--- src/rtl/pipeline_stall_ctrl.sv ---
// pipeline_stall_ctrl: hazard sequencer driving per-stage stall/flush for the 5-stage pipeline.
// Optional perf counters (stall_cnt/flush_cnt) enabled by defining HAZ_PERF_CNT_EN.
module pipeline_stall_ctrl #(
    parameter int MDU_LAT = 32
`ifdef HAZ_PERF_CNT_EN
    ,
    parameter int CNT_W = 32
`endif
) (
    input  logic       clk,
    input  logic       rst_n,
    input  logic [4:0] rs1D,
    input  logic [4:0] rs2D,
    input  logic [4:0] rdE,
    input  logic       MemReadE,
    input  logic       PCSrcE,
    input  logic       MduStartE,
    input  logic       MduDoneE,
    input  logic       MemReqM,
    input  logic       MemReadyM,
    output logic       StallF,
    output logic       StallD,
    output logic       StallE,
    output logic       StallM,
    output logic       FlushD,
    output logic       FlushE,
    output logic       FlushM,
    output logic       FlushW,
    output logic       mdu_timeout,
`ifdef HAZ_PERF_CNT_EN
    output logic [CNT_W-1:0] stall_cnt,
    output logic [CNT_W-1:0] flush_cnt,
`endif
    output logic [1:0] state_o
);
    localparam int CW = $clog2(MDU_LAT + 1);
    typedef enum logic [1:0] {RUN = 2'b00, MEM_WAIT = 2'b01, MDU_BUSY = 2'b10} state_t;
    state_t state, state_n;
    logic [CW-1:0] cnt, cnt_n;
    logic timeout_set, memwait, lu, at_lat;
    logic mw_out, md_out, br_out, lu_out;
    assign memwait = MemReqM & ~MemReadyM;
    assign lu = MemReadE & (rdE != 5'd0) & ((rdE == rs1D) | (rdE == rs2D));
    assign at_lat = cnt == CW'(MDU_LAT);
    assign state_o = state;
    always_ff @(posedge clk or negedge rst_n) begin
        if (!rst_n) begin
            state <= RUN;
            cnt <= '0;
            mdu_timeout <= 1'b0;
        end else begin
            state <= state_n;
            cnt <= cnt_n;
            if (timeout_set) mdu_timeout <= 1'b1;
        end
    end
    always_comb begin
        state_n = state;
        cnt_n = cnt;
        timeout_set = 1'b0;
        case (state)
            RUN:
                if (memwait) state_n = MEM_WAIT;
                else if (MduStartE) begin
                    state_n = MDU_BUSY;
                    cnt_n = CW'(1);
                end
            MEM_WAIT: if (!memwait) state_n = RUN;
            MDU_BUSY:
                if (MduDoneE || at_lat) begin
                    state_n = RUN;
                    cnt_n = '0;
                    timeout_set = ~MduDoneE;
                end else cnt_n = cnt + CW'(1);
            default: state_n = RUN;
        endcase
    end
    // Outputs are forced low while reset is held, independent of the clock.
    always_comb begin
        mw_out = rst_n & (state != MDU_BUSY) & memwait;
        md_out = rst_n & ((state == RUN & ~memwait & MduStartE) | (state == MDU_BUSY & ~MduDoneE & ~at_lat));
        br_out = rst_n & (state == RUN) & ~memwait & ~MduStartE & PCSrcE;
        lu_out = rst_n & (state == RUN) & ~memwait & ~MduStartE & ~PCSrcE & lu;
        StallF = mw_out | md_out | lu_out;
        StallD = mw_out | md_out | lu_out;
        StallE = mw_out | md_out;
        StallM = mw_out;
        FlushD = br_out;
        FlushE = br_out | lu_out;
        FlushM = md_out;
        FlushW = mw_out;
    end
`ifdef HAZ_PERF_CNT_EN
    always_ff @(posedge clk or negedge rst_n) begin
        if (!rst_n) begin
            stall_cnt <= '0;
            flush_cnt <= '0;
        end else begin
            if (StallF && stall_cnt != '1) stall_cnt <= stall_cnt + 1'b1;
            if ((FlushD | FlushE | FlushM | FlushW) && flush_cnt != '1) flush_cnt <= flush_cnt + 1'b1;
        end
    end
`endif
endmodule
--- config.mk ---
export PLATFORM = sky130hd
export DESIGN_NAME = pipeline_stall_ctrl
export DESIGN_NICKNAME = d
export VERILOG_FILES = /design/src/rtl/pipeline_stall_ctrl.sv
export SDC_FILE = /design/constraint.sdc
export NUM_CORES = 1
export LEC_CHECK = 0
export ABC_AREA = 1
export CELL_PAD_IN_SITES_DETAIL_PLACEMENT = 1
export CELL_PAD_IN_SITES_GLOBAL_PLACEMENT = 2
export CORE_MARGIN = 1
export CORE_UTILIZATION = 29
export CTS_CLUSTER_SIZE = 28
export DETAILED_ROUTE_END_ITERATION = 16
export DONT_BUFFER_PORTS = 1
export GPL_ROUTABILITY_DRIVEN = 0
export GPL_TIMING_DRIVEN = 0
export PLACE_DENSITY = 0.86
export SETUP_SLACK_MARGIN = 0.05
export SYNTH_ARGS = -nofsm -noshare
export SYNTH_HDL_FRONTEND = slang
export SYNTH_SLANG_ARGS = --single-unit
--- constraint.sdc ---
create_clock -name clk -period 1.8 [get_ports clk]
set_input_delay 0.18 -clock clk [delete_from_list [all_inputs] [get_ports clk]]
set_output_delay 0.18 -clock clk [all_outputs]
set_load 0.02 [all_outputs]
==> results.md <==
* Hold Vio Cnt, Final at 0
* Worst clock skew at 0.00405 ns
* Minimum clock period at 1.88 ns
* Post-synthesis simple-gate area fraction at 0.411
* Worst setup path endpoint: StallF
* Crit path max fanout at 3
* Die area at 2910 um2
* FF-to-FF path depth at 10
* Chip Width at 54.0 um
* Final Util at 0.385
* CP cell instances: inv_1 > ha_2 > inv_2 > nor2_2 > nand3_2 > nand2_2 > nand2_4 > a21oi_4 > nand2_4 > buf_6
* Max frequency at 532 MHz
* Port buffer count at 0
* Setup crit start kind: flop
* Clk_lat worst skew at 0.27 ns
* WP data arrival at 1.70 ns
* # setup viols final at 1
* Post-DR wirelength/cell at 12.7 um
* Reg2Reg Setup Slack at 0.31 ns
* Slew headroom at 0.698
* Setup ws final at -0.0809 ns
* Clock buffer depth at 2
* Post-synthesis mux area share at 0
* Initial antenna violation count at 0
* Total Routed Length at 2170 um
* Pleak at 0.536 nW
* Final Max Tran Viols at 0
* Run status: finished, violations left
* Final net count at 166
* Largest net degree at the start of global routing at 10
* Most used DFF post-synth: dfrtp_1
* Most common cell in the netlist: nand2_1
* Drt pass-1 iters at 2
* Drt via density at 4.74
* Die height at 54.0 um
* MaxCap Viol Count at 0
* Inserted Clock Buffers at 3
* Worst path required time at 1.62 ns
* Core Area at 2520 um2
* Compound-gate portion of the synthesized area at 0.0559
* VDD IR max at 0.450 mV
* Post-synthesis xor/xnor area fraction at 0.0559
* # DRC at 0
* Sink Count at 9
* Cell taking the most area after synthesis: dfrtp_1
* Placed Area at 821 um2
* Synth warnings at 0
* Commonest cells post-synth: 40 x nand2_1, 29 x inv_1, 19 x nor2_1
* Share of the synthesized area in the top cell type at 0.288
* Crit end category: primary output
* Row count at 18
* Worst path max stage delay at 0.39 ns
* Vias in the first global route at 835
* Area Overhead vs Synth at 24.0%
* Multi-input gate area at 493 um2
* TritonCTS clock tree: done
* Detail Route Antenna Nets at 0
* Synth area leaders: dfrtp_1 29%, nand2_1 19%, inv_1 14%, nor2_1 9.1%, nand3_1 5.1%
* Worst Max-Slew Pin Slew at 0.452 ns
* Synth Register Bits at 9
* Adder-Cell Fraction of Synth Area at 0.0319
* N_diodes at 0
* Largest family of logic cells by synthesized area: simple AND/OR/NAND/NOR gates
* Syn_area_per_cell at 6.07 um2
* Synth Instances at 129
* Clock-pin slew of the registers on the worst-case setup and hold paths at 0.07 ns
* Number of synthesized flops with an enable pin at 0
* Unrepaired setup endpoints after global routing: true
* Hold Path Class: in2reg
* Failing checks: setup timing
* Most frequent CP cell: nand2_4
* Worst reg2reg startpoint: cnt[1]$_DFFE_PN0P_
* 1st-iter DRT viols at 3
* First-pass GRT wire length at 3330 um
* Sequential-to-total area share from yosys stat at 0.288
* Overflow after GRT at 0
* RR Endpoint: cnt[0]$_DFFE_PN0P_
* Gr usage total at 0.158
* Register area at 228 um2
* Asr flop ratio synth at 1.00
* Syn Nets at 154
* Top Ports at 34
* H-tree Lvls at 1
* Layout cells sized above 1 at 0.243
* Clk root buf: clkbuf_4
* Final instance area at 971 um2
* Layout fillers at 345
* Critical path type: reg2out
* Crit-path slowest cell: dfrtp_1
* Initial Util at 0.311
* Post-Synthesis Cell Area at 783 um2
* Worst Setup SP: cnt[1]$_DFFE_PN0P_
* Detailed-route via count at 806
* Final period util at 1.04
* Detail Placement HPWL at 1590 um
* Power per cell area at 752 nW/um2
* WHS at 0.100 ns
* Distinct cell type count after synthesis at 19
-- stage by stage --
step / TNS [ns] / instances / total power, W / setup slack [ns]
after floorplan: 0 / 129 / 0.000428 / 0.0604
after global placement: -0.129 / 159 / 0.000460 / -0.129
after detailed placement: -0.161 / 159 / 0.000467 / -0.161
after CTS: -0.109 / 168 / 0.000680 / -0.109
after global routing: -0.186 / 170 / 0.000775 / -0.150
final: -0.0809 / 170 / 0.000730 / -0.0809
-- power by group --
group / switching (W) / internal [W]
combinational: 0.000173 / 0.000123
clock: 0.0000869 / 0.0000858
sequential: 0.0000317 / 0.000229
total: 0.000292 / 0.000438
-- critical path, delay by kind of cell (launching register included) --
family	cells	cell delay, ns
compound gates	1	0.17
fa+ha+maj	1	0.17
buf+inv	3	0.25
flops	1	0.39
simple gates	5	0.45
-- area by class of cell --
class	instances	share of cell area
multi-input cells	89	0.508
flip-flops and latches	9	0.235
inverters	29	0.112
repair buffers	7	0.0567
well taps	30	0.0387
clock buffers	4	0.0271
plain buffers	2	0.0232
-- layout by cell type, fill, tap and decap left out --
cell	n
ha_2	1
nand2_2	2
o21ai_0	3
xor2_1	2
o21ai_1	1
dfrtp_1	7
o31ai_1	1
dfrtp_2	2
inv_2	6
buf_4	6
nor2_1	16
ha_1	1
nand2_4	4
o21bai_1	1
nand3_1	8
inv_1	23
nor2_4	1
nor2_2	4
dlygate4sd3_1	1
nand3b_1	2
buf_6	2
nand3_2	1
xnor2_1	3
clkbuf_1	1
a21oi_4	1
nor3_4	1
nand2_1	36
clkbuf_4	3
-- worst min-delay path by stage --
stage                     startpoint                       to  slack (ns)  depth (start not counted)
final                       MduDoneE  mdu_timeout$_DFFE_PN0P_        0.10                          3
after detailed placement       rst_n       cnt[1]$_DFFE_PN0P_       -0.12                          0
after floorplan                rst_n       cnt[0]$_DFFE_PN0P_       -0.12                          0
after global placement         rst_n       cnt[0]$_DFFE_PN0P_       -0.12                          0
after CTS                   MduDoneE  mdu_timeout$_DFFE_PN0P_         0.1                          3
after global routing        MduDoneE  mdu_timeout$_DFFE_PN0P_        0.13                          3
-- layer usage --
layer / track usage / vias to the layer above / share of wire
met1: 0.158 / 378 / 0.40
met2: 0.305 / 25 / 0.53
li1: - / 399 / -
met4: 0.0641 / 0 / 0.0097
met5: 0 / - / 0
met3: 0.0395 / 4 / 0.052
-- cells by family (layout without fill, tap and decap cells) --
logic type                 after synthesis  count (layout)
DFF                                      9               9
xor gates and xnor gates                 5               5
AOI/OAI and AO/OA                        7               7
and+or+nand+nor                         75              75
adders and majority gates                2               2
buffers and inverters                   31              42
-- registers in the layout, indices dropped and copies added, names as in the netlist --
| name | count |
|---|---|
| state_o | 2 |
| mdu_timeout | 1 |
| cnt | 6 |
-- timing repair --
action | in CTS | in global routing
endpoints found under the hold margin | 9 | 0
endpoints found under the setup margin | 6 | 5
pin swaps | 7 | 6
resized for setup | 14 | 11
hold buffers | 1 | 0
buffers inserted | 4 | 2
No activity file was read; power rests on OpenSTA's default activity.
